### src/rtl/fetch_pkg.sv
// Shared definitions for the instruction fetch sequencer.
package fetch_pkg;

    localparam int unsigned ADDR_W = 20;
    localparam logic [ADDR_W-1:0] RESET_PC = '0;

    typedef enum logic [1:0] {
        ST_IDLE  = 2'd0,
        ST_FETCH = 2'd1,
        ST_HOLD  = 2'd2,
        ST_ERR   = 2'd3
    } state_t;

endpackage

### src/rtl/pc_next.sv
// Next-PC computation: sequential increment plus optional relative redirect.
module pc_next #(
    parameter int unsigned ADDR_W = fetch_pkg::ADDR_W
) (
    input  logic [ADDR_W-1:0] pc_in,
    input  logic              branch_take,
    input  logic [ADDR_W-1:0] branch_offset,
    output logic [ADDR_W-1:0] pc_out
);

    // Increment and optionally add the offset; all arithmetic wraps at ADDR_W bits.
    always_comb begin
        pc_out = pc_in + ADDR_W'(1);
        if (branch_take) begin
            pc_out = pc_out + branch_offset;
        end
    end

endmodule

### src/rtl/fetch_sequencer.sv
// Instruction fetch sequencer: requests one word at a time from instruction
// memory, presents it to decode, and advances or redirects the PC on accept.
// Optional feature: define FETCH_SEQUENCER_TIMEOUT_EN to add a memory wait
// timeout that parks the block in an error state with sticky fetch_err.
module fetch_sequencer #(
    parameter int unsigned              ADDR_W   = fetch_pkg::ADDR_W,
    parameter logic [ADDR_W-1:0]        RESET_PC = ADDR_W'(fetch_pkg::RESET_PC),
    parameter int unsigned              MAX_WAIT = 15
) (
    input  logic              clk,
    input  logic              reset,
    output logic              imem_req,
    output logic [ADDR_W-1:0] imem_addr,
    input  logic              imem_ack,
    input  logic [ADDR_W-1:0] imem_rdata,
    output logic              instr_valid,
    input  logic              instr_ready,
    output logic [ADDR_W-1:0] instr,
    output logic [ADDR_W-1:0] instr_pc,
    input  logic              branch_take,
    input  logic [ADDR_W-1:0] branch_offset,
    output logic              fetch_err
);

    import fetch_pkg::*;

    state_t            state;
    state_t            state_next;
    logic [ADDR_W-1:0] pc;
    logic [ADDR_W-1:0] pc_nxt;
    logic              load_instr;
    logic              load_pc;

`ifdef FETCH_SEQUENCER_TIMEOUT_EN
    localparam int unsigned WAIT_W = (MAX_WAIT < 2) ? 1 : $clog2(MAX_WAIT + 1);
    logic [WAIT_W-1:0] wait_cnt;
    logic [WAIT_W-1:0] wait_next;
`endif

    assign imem_addr = pc;

    pc_next #(
        .ADDR_W (ADDR_W)
    ) u_pc_next (
        .pc_in         (instr_pc),
        .branch_take   (branch_take),
        .branch_offset (branch_offset),
        .pc_out        (pc_nxt)
    );

    // Next-state and datapath-load decisions.
    always_comb begin
        state_next = state;
        load_instr = 1'b0;
        load_pc    = 1'b0;
`ifdef FETCH_SEQUENCER_TIMEOUT_EN
        wait_next  = wait_cnt;
`endif
        case (state)
            ST_IDLE: begin
                state_next = ST_FETCH;
`ifdef FETCH_SEQUENCER_TIMEOUT_EN
                wait_next  = '0;
`endif
            end
            ST_FETCH: begin
                if (imem_ack) begin
                    load_instr = 1'b1;
                    state_next = ST_HOLD;
                end
`ifdef FETCH_SEQUENCER_TIMEOUT_EN
                else if (wait_cnt == WAIT_W'(MAX_WAIT - 1)) begin
                    state_next = ST_ERR;
                end else begin
                    wait_next = wait_cnt + WAIT_W'(1);
                end
`endif
            end
            ST_HOLD: begin
                if (instr_ready) begin
                    load_pc    = 1'b1;
                    state_next = ST_FETCH;
`ifdef FETCH_SEQUENCER_TIMEOUT_EN
                    wait_next  = '0;
`endif
                end
            end
            default: begin
                state_next = state;
            end
        endcase
    end

    // State, PC, request/valid flags and the captured instruction.
    always_ff @(posedge clk or negedge reset) begin
        if (!reset) begin
            state       <= ST_IDLE;
            pc          <= RESET_PC;
            imem_req    <= 1'b0;
            instr_valid <= 1'b0;
            instr       <= '0;
            instr_pc    <= '0;
        end else begin
            state       <= state_next;
            imem_req    <= (state_next == ST_FETCH);
            instr_valid <= (state_next == ST_HOLD);
            if (load_instr) begin
                instr    <= imem_rdata;
                instr_pc <= pc;
            end
            if (load_pc) begin
                pc <= pc_nxt;
            end
        end
    end

`ifdef FETCH_SEQUENCER_TIMEOUT_EN
    // Wait counter and sticky timeout flag.
    always_ff @(posedge clk or negedge reset) begin
        if (!reset) begin
            wait_cnt  <= '0;
            fetch_err <= 1'b0;
        end else begin
            wait_cnt  <= wait_next;
            fetch_err <= fetch_err | (state_next == ST_ERR);
        end
    end
`else
    assign fetch_err = 1'b0;
`endif

endmodule

### config.mk
export PLATFORM = sky130hd
export DESIGN_NAME = fetch_sequencer
export DESIGN_NICKNAME = d
export VERILOG_FILES = /design/src/rtl/fetch_pkg.sv /design/src/rtl/pc_next.sv /design/src/rtl/fetch_sequencer.sv
export SDC_FILE = /design/constraint.sdc
export NUM_CORES = 1
export LEC_CHECK = 0
export CORE_ASPECT_RATIO = 0.5
export CORE_MARGIN = 2
export CORE_UTILIZATION = 40
export CTS_BUF_LIST = sky130_fd_sc_hd__clkbuf_8
export CTS_CLUSTER_SIZE = 24
export DETAILED_ROUTE_END_ITERATION = 16
export GPL_TIMING_DRIVEN = 0
export PLACE_DENSITY = 0.72
export SETUP_SLACK_MARGIN = 0.3
export SLEW_MARGIN = 20
export SYNTH_ARGS = -nofsm -noshare
export SYNTH_HDL_FRONTEND = slang
export SYNTH_SLANG_ARGS = --single-unit
### constraint.sdc
create_clock -name clk -period 2.7 [get_ports clk]
set_input_delay 0.81 -clock clk [delete_from_list [all_inputs] [get_ports clk]]
set_output_delay 0.81 -clock clk [all_outputs]
set_load 0.03 [all_outputs]
==> results of run 1 <==
-- cells by family (layout without fill, tap and decap cells) --
family,Yosys count,after routing,share of synthesized area
other,1,1,0.0009634
XOR/XNOR,29,29,0.06911
adder cells (fa/ha/maj),25,25,0.08229
AND/OR/NAND/NOR,116,116,0.1572
flip-flops,64,64,0.4114
AO/OA/AOI/OAI,86,86,0.1350
buffers and inverters,22,185,0.02314
multiplexers,42,42,0.1209
-- cell usage after synthesis (all sizes together), types with 5 or more instances --
cell type,instances,area (um^2)
a21oi,24,120.1
and3,6,40.03
and4,5,50.05
buf,8,37.53
clkbuf,6,22.52
dfrtp,64,1602
ha,24,300.3
inv,7,26.28
mux2,40,450.4
nand2,36,135.1
nand3,15,80.08
nor2,25,101.4
nor3,6,30.03
o21ai,28,140.1
xnor2,19,173.9
xor2,10,95.10
-- cell type report --
class / instances / area, um^2 / share of cell area
inverters: 8 / 30.03 / 0.004674
multi-input cells: 299 / 2843 / 0.4425
repair buffers: 147 / 1433 / 0.2230
clock buffers: 10 / 137.6 / 0.02142
plain buffers: 14 / 68.82 / 0.01071
clock inverters: 6 / 130.1 / 0.02025
flip-flops and latches: 64 / 1614 / 0.2512
well taps: 135 / 168.9 / 0.02629
-- metal layers --
metal / up-vias / wire length [um] / track usage
met1: 1774 / 4932 / 0.2846
met5: - / 0 / 0
met3: 8 / 672 / 0.04563
li1: 1716 / - / -
met4: 0 / 70 / 0.05447
met2: 92 / 5649 / 0.3481
-- registers in the layout, summed over array words and instances (netlist names) --
| name | flops |
|---|---|
| imem_addr | 20 |
| instr | 20 |
| instr_pc | 20 |
| state | 2 |
| imem_req | 1 |
| instr_valid | 1 |
-- stage by stage --
stage / hold WS [ps] / instance area, um^2
detailed placement: 493.6 / 5187
finish: 308.9 / 6425
floorplan: 514.4 / 3943
CTS: 298.7 / 6055
global placement: 485.9 / 5162
global route: 304.4 / 6425
-- what timing repair did --
action                     CTS  global route
setup buffers               33             8
gates resized for setup     68            56
pin swaps                   46            42
setup endpoints to repair   15            22
-- where the power goes --
group	total, mW	internal, mW	switching, mW
sequential	1.69	1.35	0.341
combinational	4.01	1.93	2.08
clock	1.10	0.728	0.376
total	6.80	4.00	2.80
-- worst max path at each step --
| stage | from | to | slack (ps) | cells after the start |
|---|---|---|---|---|
| global placement | reset | instr_pc[4]$_DFFE_PN0P_ | -1530 | 1 |
| finish | instr_pc[5]$_DFFE_PN0P_ | imem_addr[19]$_DFFE_PN0P_ | -200 | 13 |
| global route | instr_pc[4]$_DFFE_PN0P_ | imem_addr[19]$_DFFE_PN0P_ | -340 | 13 |
| CTS | instr_pc[3]$_DFFE_PN0P_ | imem_addr[16]$_DFFE_PN0P_ | -160 | 12 |
| floorplan | instr_pc[2]$_DFFE_PN0P_ | imem_addr[19]$_DFFE_PN0P_ | -160 | 13 |
| detailed placement | branch_offset[0] | imem_addr[18]$_DFFE_PN0P_ | -490 | 10 |
==> flow_summary.yaml, run 1 <==
status:
  outcome: "finished, violations left"
  violations: "setup timing"
sta:
  finalClockSkew_ps: 6.169
  hold_viol: 0
  fin_setup_tns_ps: -1081
  worst_pin_slew_ps: 623.6
  drv_slew: 0
  rsz0062_at_grt: "yes"
  timing.slew.headroom: 0.5843
  finalSetupViolCount: 8
  max_freq_mhz: 344.9
  timing.final.ws_setup_ps: -199.2
  post-route-min-period_ps: 2899
  fin_crit_sh: 1.074
route:
  dr.pass1.iters: 4
  vias_per_cell: 5.256
  finalWirelength_um: 11320
  drt-wirelength-per-cell_um: 16.58
  num_vias: 3590
  drc: 0
  dr.first_iter.drc_count: 143
  postRouteAntennaNets: 0
worst_setup_path:
  cp_max_fo: 4
  cp.required_ps: 2990
  start_kind: "flip-flop"
  worstPathArrival_ps: 3190
  critPathMaxStageDelay_ps: 390
  cp_cell_sequence: "and4_4, and4_4, nand3_4, xnor2_4, buf_6, ha_4, nand4_1, nor2_1, o21ai_2, and4_4, or3_4, a21oi_2, nand3b_1"
  cp_top_family: "simple AND/OR/NAND/NOR gates"
  r2r-end: "imem_addr[19]$_DFFE_PN0P_"
  reg2reg_slack_ps: -200
  crit_type: "flip-flop to flip-flop"
  cpMostUsedCell: "and4_4"
  critical_path.slowest_cell: "dfrtp_2"
  reg2reg_depth: 13
  crit_buf_inv: 1
  rr_startpoint: "instr_pc[5]$_DFFE_PN0P_"
  endpoint_kind: "flip-flop"
synthesis:
  synth_area_per_cell_um2: 10.11
  syn_area_um2: 3892
  postSynthCellCount: 385
  ys_warn_count: 0
  ys_ff_latch: 64
  seq_area_frac_synth: 0.4114
  synth_cell_types: 59
  synthFlopType: "dfrtp_1"
  synth_edf_count: 0
  synthArstFlopShare: 1.000
  synthesis.nets: 455
placement:
  io_buffers: 105
  dpl.hpwl_um: 7614
  pre_cts_slack_ps: -489.6
  place_congestion: 0.8551
  dp_cells: 626
clock_network:
  clock_latency_ps: 350
  cts_htree_levels: 3
  cts_tree: "built"
  cts_max_path_buffers: 2
  cts_buffers: 9
  ctsHoldBuffers: 0
  root_buffer: "clkbuf_8"
  clk_pin_slew_worst_paths_ps: 70
  numClockSinks: 64
pwr:
  ir_drop_uv: 571.8
  p_per_area_nw_per_um2: 1058
  p_leak_nw: 2.913
  finalPower_mw: 6.799
final_layout:
  drive_gt1_frac: 0.3558
  mostFrequentLayoutCells: "86 x clkdlybuf4s50_1, 54 x dfrtp_1, 40 x mux2_2, 37 x buf_4, 32 x nand2_1"
  final_core_util: 0.6801
  area_growth_pct: 65.06
  layout.cells.non_filler: 683
  fill_cells: 714
  nets: 613
  layout_commonest_cell: "clkdlybuf4s50_1"
  n_antenna_cell: 0
global_route:
  antenna_found_initial: 0
  grtUsageTotal: 0.2107
  grt_pass1_wl_um: 17280
  grt_pass1_vias: 3423
  grt_overflow: 0
  grt_max_degree: 52
run:
  drv_cap: 0
floorplan:
  core_area_um2: 9447
  initial_utilization: 0.4121
  die-height_um: 73.76
  dieArea_um2: 10580
  die-width_um: 143.5
  num_rows: 25
  ioPinCount: 108
worst_hold_path:
  hp-class: "input port to asynchronous set/reset pin"
Note: power is estimated with default switching activity, not from simulation.
==> run 2: changes to the inputs <==
--- a/config.mk
+++ b/config.mk
@@ -7,12 +7,12 @@
 export LEC_CHECK = 0
 export CORE_ASPECT_RATIO = 0.5
 export CORE_MARGIN = 2
-export CORE_UTILIZATION = 40
+export CORE_UTILIZATION = 45
 export CTS_BUF_LIST = sky130_fd_sc_hd__clkbuf_8
 export CTS_CLUSTER_SIZE = 24
 export DETAILED_ROUTE_END_ITERATION = 16
 export GPL_TIMING_DRIVEN = 0
-export PLACE_DENSITY = 0.72
+export PLACE_DENSITY = 0.8
 export SETUP_SLACK_MARGIN = 0.3
 export SLEW_MARGIN = 20
 export SYNTH_ARGS = -nofsm -noshare
==> constraint.sdc (replaced) <==
create_clock -name clk -period 2.7 [get_ports clk]
set_input_delay 0.81 -clock clk [delete_from_list [all_inputs] [get_ports clk]]
set_output_delay 0.81 -clock clk [all_outputs]
set_load 0.01 [all_outputs]
==> run 2 against run 1 <==
  * The run still ends with setup timing left
  * Die area decreased by 11%
  * Global-route usage rose by 6.7 points
  * First-iteration DRC count rose to 3.7 times the previous value
  * Register-to-register slack lost 330 ps
  * Largest power group unchanged
  * Core utilization increased by 8.0 points
  * Combinational power fell by 10%
  * Fmax shrank 10%
  * Non-clock buffer count fell by 3
  * Clock skew is 4.8 ps higher
  * Via count rose by 11%
  * Cell area fell by 3.0%
==> flow_summary.yaml, run 2 (same netlist as run 1, synthesis figures left out) <==
global_route:
  grt_overflow: 0
  grt_max_degree: 40
  grt_pass1_vias: 3847
  grt_pass1_wl_um: 20260
  grtUsageTotal: 0.2781
  antenna_found_initial: 0
worst_setup_path:
  reg2reg_slack_ps: -530
  r2r-end: "imem_addr[19]$_DFFE_PN0P_"
  crit_type: "flip-flop to flip-flop"
  startpoint: "instr_pc[2]$_DFFE_PN0P_"
  worstPathArrival_ps: 3540
  rr_startpoint: "instr_pc[2]$_DFFE_PN0P_"
  reg2reg_depth: 13
  start_kind: "flip-flop"
  cp-endpoint: "imem_addr[19]$_DFFE_PN0P_"
  endpoint_kind: "flip-flop"
  cp_max_fo: 9
  cp.required_ps: 3000
route:
  drt-wirelength-per-cell_um: 21.77
  dr.first_iter.drc_count: 527
  num_vias: 3994
  dr.pass1.iters: 5
  finalWirelength_um: 14300
  drc: 0
  postRouteAntennaNets: 0
  vias_per_cell: 6.079
sta:
  timing.slew.headroom: 0.5302
  holdWs_ps: 358.6
  max_freq_mhz: 309.2
  finalClockSkew_ps: 10.95
  worst_pin_slew_ps: 704.7
  timing.final.ws_setup_ps: -533.9
  hold_viol: 0
  post-route-min-period_ps: 3234
  drv_slew: 0
  fin_crit_sh: 1.198
  rsz0062_at_grt: "yes"
  finalSetupViolCount: 11
floorplan:
  dieArea_um2: 9455
  initial_utilization: 0.4746
  ioPinCount: 108
  die-width_um: 135.5
  core_area_um2: 8202
  num_rows: 23
  die-height_um: 69.77
placement:
  place_area_um2: 5150
  io_buffers: 105
  place_congestion: 0.9235
  dpl.hpwl_um: 7903
final_layout:
  drive_gt1_frac: 0.3394
  area_growth_pct: 60.08
  layout_commonest_cell: "clkdlybuf4s50_1"
  fill_cells: 489
  design_area_um2: 6231
  n_antenna_cell: 0
  nets: 610
  mostFrequentLayoutCells: "99 x clkdlybuf4s50_1, 57 x dfrtp_1, 40 x mux2_2, 33 x nand2_1, 33 x buf_4"
clock_network:
  clock_latency_ps: 370
  cts_htree_levels: 3
  clk_pin_slew_worst_paths_ps: 80
  cts_buffers: 9
  root_buffer: "clkbuf_8"
  cts_tree: "built"
  numClockSinks: 64
  cts_max_path_buffers: 2
  ctsHoldBuffers: 0
status:
  violations: "setup timing"
  outcome: "finished, violations left"
worst_hold_path:
  hp-class: "input port to asynchronous set/reset pin"
run:
  drv_cap: 0
pwr:
  p_leak_nw: 2.656
  finalPower_mw: 6.209
  ir_drop_uv: 584.6
  p_per_area_nw_per_um2: 996.6
## run 2: worst min-delay path by stage
stage | start | endpoint | slack, ps | depth (start not counted)
floorplan | reset | imem_addr[0]$_DFFE_PN0P_ | 510 | 0
global placement | instr[10]$_DFFE_PN0P_ | instr[10]$_DFFE_PN0P_ | 490 | 1
detailed placement | instr[16]$_DFFE_PN0P_ | instr[16]$_DFFE_PN0P_ | 490 | 1
CTS | reset | imem_addr[18]$_DFFE_PN0P_ | 360 | 1
global route | reset | imem_addr[14]$_DFFE_PN0P_ | 380 | 1
finish | reset | imem_addr[14]$_DFFE_PN0P_ | 360 | 1
## run 2: layout make-up
class,instances,area (um^2),area share
plain buffers,14,72.57,0.01165
clock buffers,10,137.6,0.02209
clock inverters,6,68.82,0.01104
inverters,8,30.03,0.004819
multi-input cells,299,2798,0.4490
flip-flops and latches,64,1610,0.2584
well taps,112,140.1,0.02249
repair buffers,144,1374,0.2205
## run 2: per-stage QoR
stage                     utilization  setup slack (ps)  setup TNS, ps  std cells
after global routing           0.7597            -582.3          -3954        657
after CTS                      0.7262            -221.0          -1275        649
after detailed placement       0.6279            -578.7          -4789        603
final                          0.7597            -533.9          -2824        657
after floorplan                     -            -74.42         -222.9        385
after global placement         0.6258             -1594         -91930        602
## run 2: report_power, final
group / total [mW] / leakage [nW] / switching [mW] / internal [mW]
Combinational: 3.60 / 1.75 / 1.66 / 1.94
Clock: 0.896 / 0.102 / 0.442 / 0.454
Sequential: 1.71 / 0.806 / 0.370 / 1.34
Total: 6.21 / 2.66 / 2.48 / 3.73
## run 2: what timing repair did
action	4_1_cts	5_1_grt
gates resized for setup	66	35
pin swaps	57	30
setup buffers	30	8
endpoints found under the setup margin	16	15
## run 2: worst max-delay path, stage by stage, from the launching register on
cell and delay [ps]:
dfrtp_2 380, and4_4 280, and3_4 250, nand2_1 110, xnor2_2 160, ha_1 290, buf_6 160, nand4_1 200
nor2_2 230, a211oi_2 100, and4_4 220, or3_4 420, a21oi_1 230, nand3b_1 140
## run 2: routing by layer
layer	share of wire	up-vias	GRT usage
met5	0	-	0
met4	0.041	0	0.09722
met3	0.093	63	0.08260
met2	0.47	266	0.4422
met1	0.39	1963	0.3630
li1	-	1702	-
==> run 3: changes to the inputs <==
--- a/config.mk
+++ b/config.mk
@@ -9,7 +9,6 @@
 export CORE_MARGIN = 2
 export CORE_UTILIZATION = 45
 export CTS_BUF_LIST = sky130_fd_sc_hd__clkbuf_8
-export CTS_CLUSTER_SIZE = 24
 export DETAILED_ROUTE_END_ITERATION = 16
 export GPL_TIMING_DRIVEN = 0
 export PLACE_DENSITY = 0.8
==> results of run 3 <==
No change in the layout: final DEF, timing and power equal those of run 2.
==> RTL change 1: new RTL, config.mk and constraints of run 1 <==
The package constant `ADDR_W` goes from 20 to 10.
--- a/src/rtl/fetch_pkg.sv
+++ b/src/rtl/fetch_pkg.sv
@@ -1,7 +1,7 @@
 // Shared definitions for the instruction fetch sequencer.
 package fetch_pkg;
 
-    localparam int unsigned ADDR_W = 20;
+    localparam int unsigned ADDR_W = 10;
     localparam logic [ADDR_W-1:0] RESET_PC = '0;
 
     typedef enum logic [1:0] {
Interface: changed (5 resized); port bits go from 108 to 58. No check against the original RTL was run, so the function may have changed too.
==> RTL change 1 against run 1 <==
  * Critical path depth fell by 5
  * Clock power is 61% lower
  * Synthesized area decreased by 51%
  * First-iteration DRC count down 15%
  * Sequential cell count down 30
  * Non-clock buffer count fell by 84
  * Global-route usage shrank 2.5 points
  * Routed wire length down 58%
  * Register-to-register slack better by 490 ps
  * Largest power group unchanged
  * Worst setup slack improved by 480 ps
  * Sequential share of layout area up 3.7 points
  * Final area fell by 54%
  * Power fell by 55%
==> RTL change 1: results (changes against run 1) <==
stage,metric,value,unit,change
routing,M1 WL,2230,um,was 4930 um
place,post-DP HPWL,3350,um,was 7610 um
setup_path,Worst R2R Setup Slack,290,ps,was -200 ps
routing,Routed WL per cell,14.7,um,was 16.6 um
setup_path,Worst EP arrival,2570,ps,was 3190 ps
timing,hold_ws,404,ps,was 309 ps
global_routing,largest net degree at the start of global routing,26,,was 52
logic_synthesis,synthesized area per cell,10.7,um^2,was 10.1 um^2
place,placed inst area,2590,um^2,was 5190 um^2
routing,number of vias per cell,4.97,,was 5.26
routing,DR WL met2,2320,um,was 5650 um
layout,share of cells above drive strength 1,31.3,%,was 35.6%
logic_synthesis,Synth async-reset ratio,100,%,unchanged
setup_path,crit end category,flip-flop,,unchanged
clock_network,Num CTS Buffers,5,,was 9
routing,Via Count,1614,,was 3590
place,dpl ws,-211,ps,was -490 ps
global_routing,first-pass GRT wire length,7580,um,was 17300 um
setup_path,worst r2r dst,imem_addr[9]$_DFFE_PN0P_,,was imem_addr[19]$_DFFE_PN0P_
layout,Nets,294,,was 613
logic_synthesis,Syn. warnings,0,,unchanged
logic_synthesis,fraction of the mapped netlist area in compound gates,13.0,%,was 13.5%
logic_synthesis,synth cell count leaders,"dfrtp_1, mux2_2, a21oi_1, nand2_1",,"was dfrtp_1, mux2_2, nand2_1"
status,outcome,"complete, no violations",,was finished with violations
global_routing,vias in the first global route,1532,,was 3423
timing,count of final hold-check violations,0,,unchanged
place,Placed Cells,303,,was 626
timing,setup ws final,276,ps,was -199 ps
global_routing,Total GRT Usage,18.6,%,was 21.1%
power,switching share of power,40.3,%,was 41.1%
place,I/O Buffers,56,,was 105
clock_network,Root Driver,clkbuf_8,,unchanged
clock_network,CTS H-tree lvls,2,,was 3
setup_path,CP max FO,4,,unchanged
routing,1st-pass router iterations,4,,unchanged
hold_path,Hold Crit Class,primary input to asynchronous set/reset pin,,unchanged
setup_path,RR Startpoint,instr_pc[3]$_DFFE_PN0P_,,was instr_pc[5]$_DFFE_PN0P_
power,Peak supply drop,0.000602,V,was 0.000572 V
timing,skew final,6.89,ps,was 6.17 ps
layout,fillers,343,,was 714
logic_synthesis,Post-Synth XOR/XNOR Area,7.24,%,was 6.91%
logic_synthesis,Post-Synth Adder-Cell Area,7.56,%,was 8.23%
logic_synthesis,mux share of post-synthesis cell area,12.8,%,was 12.1%
logic_synthesis,ys flop type,dfrtp_1,,unchanged
logic_synthesis,synth top area cells,"dfrtp_1, mux2_2, ha_1",,unchanged
logic_synthesis,"Seq/Total Area, Yosys",44.3,%,was 41.1%
power,leakage,0.00132,uW,was 0.00291 uW
timing,Setup TNS Final,0,ps,was -1080 ps
place,Placer Congestion,0.792,,was 0.855
setup_path,CP startpoint,branch_offset[8],,was instr_pc[5]$_DFFE_PN0P_
setup_path,Worst R2R Path Depth,11,,was 13
routing,met3 routed WL,166,um,was 672 um
logic_synthesis,synth unique cells,42,,was 59
logic_synthesis,Post-Syn Nets,216,,was 455
routing,number of DRC markers in iteration 0,122,,was 143
clock_network,clock latency on the worst-skew pair,280,ps,was 350 ps
RTL change 1: changes by cell type in the layout (fill, tap and decap cells not counted), sizes merged, moves of 11 or more:
cell           delta
nor2             -17
buf              -32
clkdlybuf4s50    -33
ha               -14
dlymetal6s2s     -12
nand2            -22
o21ai            -16
dfrtp            -30
mux2             -20
nand3            -11
RTL change 1: power by group through the flow:
stage                     logic [uW]  clock network (uW)  registers [uW]
after floorplan                  539                   0            1230
after global placement          1440                   0             870
after detailed placement        1470                   0             881
after CTS                       1660                 438             860
after global routing            1870                 462             885
final                           1750                 426             858
RTL change 1: repair_timing:
action	CTS	global route
pin swaps	12	6
setup buffers	11	3
resized for setup	18	10
setup endpoints to repair	4	5
RTL change 1: layout make-up:
cell class | instances | area (um^2) | share of cell area, %
multi-input cells | 133 | 1190 | 39.9
flip-flops and latches | 34 | 858 | 28.8
repair buffers | 71 | 686 | 23.0
clock buffers | 8 | 110 | 3.69
well taps | 66 | 82.6 | 2.77
plain buffers | 6 | 28.8 | 0.966
inverters | 7 | 26.3 | 0.882
RTL change 1: cells by family (layout without fill, tap and decap cells):
family,after synthesis,in the layout
xor gates and xnor gates,15,15
and+or+nand+nor,43,43
muxes,22,22
DFF,34,34
AOI/OAI and AO/OA,41,41
adders and majority gates,11,11
other,1,1
buffers and inverters,13,92
RTL change 1: layer usage:
layer | track usage, % | vias up
li1 | - | 789
met1 | 25.1 | 788
met2 | 31.7 | 33
met3 | 2.91 | 4
met4 | 4.67 | 0
met5 | 0 | -
RTL change 1: worst max-delay path, cell delays in order:
cell and delay, ps:
clkdlybuf4s50_1 520, ha_4 230, a21o_1 180, a22oi_2 180, o311ai_1 110, a211o_1 290, xnor2_1 160, o21ai_1 80
==> RTL change 2: new RTL, config.mk and constraints of run 1 <==
Made on the original files. Encoding of `state_t`: now Gray code (2 bits for 4 states).
--- a/src/rtl/fetch_pkg.sv
+++ b/src/rtl/fetch_pkg.sv
@@ -5,10 +5,10 @@
     localparam logic [ADDR_W-1:0] RESET_PC = '0;
 
     typedef enum logic [1:0] {
-        ST_IDLE  = 2'd0,
-        ST_FETCH = 2'd1,
-        ST_HOLD  = 2'd2,
-        ST_ERR   = 2'd3
+        ST_IDLE  = 2'b00,
+        ST_FETCH = 2'b01,
+        ST_HOLD  = 2'b11,
+        ST_ERR   = 2'b10
     } state_t;
 
 endpackage
Check against the original RTL: no difference found for any inputs over 10 cycles, from zero or initial values and one cycle with reset low; not proved beyond that.
==> RTL change 2 against run 1 <==
  * Critical path type unchanged
  * Synthesized area down 0.90%
  * Count of clock-buffer cells in the layout is 1 higher
  * Power increased by 2.7%
  * The run still ends with negative setup slack left
  * Highest routed layer unchanged
  * Clock power fell by 23%
  * Worst setup slack worse by 270 ps
  * Sequential cell count stayed put
  * Final area decreased by 8.1%
  * Routed wire length fell by 9.9%
==> RTL change 2: results (changes against run 1) <==
stage,metric,value,unit,change
global_routing,grt met1 use,25.3,%,was 28.5%
logic_synthesis,Post-Synth Adder-Cell Area,8.30,%,was 8.23%
clock_network,post_cts resized,33,,was 68
global_routing,GR Util met2,33.8,%,was 34.8%
logic_synthesis,fraction of the mapped netlist area in compound gates,15.0,%,was 13.5%
setup_path,Worst R2R Path Depth,12,,was 13
logic_synthesis,largest family of logic cells by synthesized area,compound AO/OA/AOI/OAI gates,,was simple AND/OR/NAND/NOR gates
place,placed inst area,5210,um^2,was 5190 um^2
routing,DR WL met2,4950,um,was 5650 um
place,Placer Congestion,0.798,,was 0.855
layout,fillers,766,,was 714
global_routing,vias in the first global route,3246,,was 3423
setup_path,CP startpoint,instr_pc[0]$_DFFE_PN0P_,,was instr_pc[5]$_DFFE_PN0P_
place,I/O Buffers,106,,was 105
layout,share of cells above drive strength 1,29.6,%,was 35.6%
logic_synthesis,"Seq/Total Area, Yosys",41.5,%,was 41.1%
logic_synthesis,synthesized instance count,376,,was 385
global_routing,Total GRT Usage,19.9,%,was 21.1%
status,outcome,finished with violations,,unchanged
logic_synthesis,Post-Syn Nets,446,,was 455
logic_synthesis,mux share of post-synthesis cell area,13.0,%,was 12.1%
status,failing checks,negative setup slack,,unchanged
power,leakage,0.00254,uW,was 0.00291 uW
setup_path,max incr delay on CP,420,ps,was 390 ps
logic_synthesis,Post-Synth XOR/XNOR Area,6.36,%,was 6.91%
routing,Routed WL per cell,15.5,um,was 16.6 um
timing,setup ws final,-471,ps,was -199 ps
timing,skew final,9.83,ps,was 6.17 ps
routing,Via Count,3411,,was 3590
place,Placed Cells,618,,was 626
logic_synthesis,synth unique cells,52,,was 59
timing,Final setup viols,6,,was 8
power,Peak supply drop,0.000688,V,was 0.000572 V
logic_synthesis,synth cell count leaders,"dfrtp_1, mux2_2, nand2_1",,unchanged
place,post-DP HPWL,7540,um,was 7610 um
timing,Max-slew headroom,56.1,%,was 58.4%
global_routing,largest net degree at the start of global routing,50,,was 52
setup_path,Worst EP arrival,3420,ps,was 3190 ps
timing,Setup TNS Final,-1660,ps,was -1080 ps
logic_synthesis,synth top area cells,"dfrtp_1, mux2_2, ha_1",,unchanged
routing,M1 WL,4670,um,was 4930 um
setup_path,CP max FO,5,,was 4
layout,non-filler instance count after layout,659,,was 683
-- RTL change 2: cell types whose count changed after synthesis, sizes merged, moves of 3 or more --
cell	change
o21ai	-9
buf	-3
nand2	-7
nand3	-3
a21o	+3
mux2i	+3
nor3	-3
a22oi	+3
a211o	+3
-- RTL change 2: where the power goes --
part	switching, uW	leakage (uW)	total, uW	internal, uW
sequential	371	0.000753	1710	1340
clock	373	0.000101	846	473
combinational	2340	0.00168	4420	2090
-- RTL change 2: area by class of cell --
class / instances / area (um^2) / share of cell area [%]
Multi-Input combinational cell: 291 / 2530 / 42.9
Inverter: 8 / 30.0 / 0.509
Clock inverter: 5 / 55.1 / 0.932
Buffer: 13 / 60.1 / 1.02
Sequential cell: 64 / 1620 / 27.4
Clock buffer: 11 / 151 / 2.56
Tap cell: 135 / 169 / 2.86
Timing Repair Buffer: 132 / 1290 / 21.9
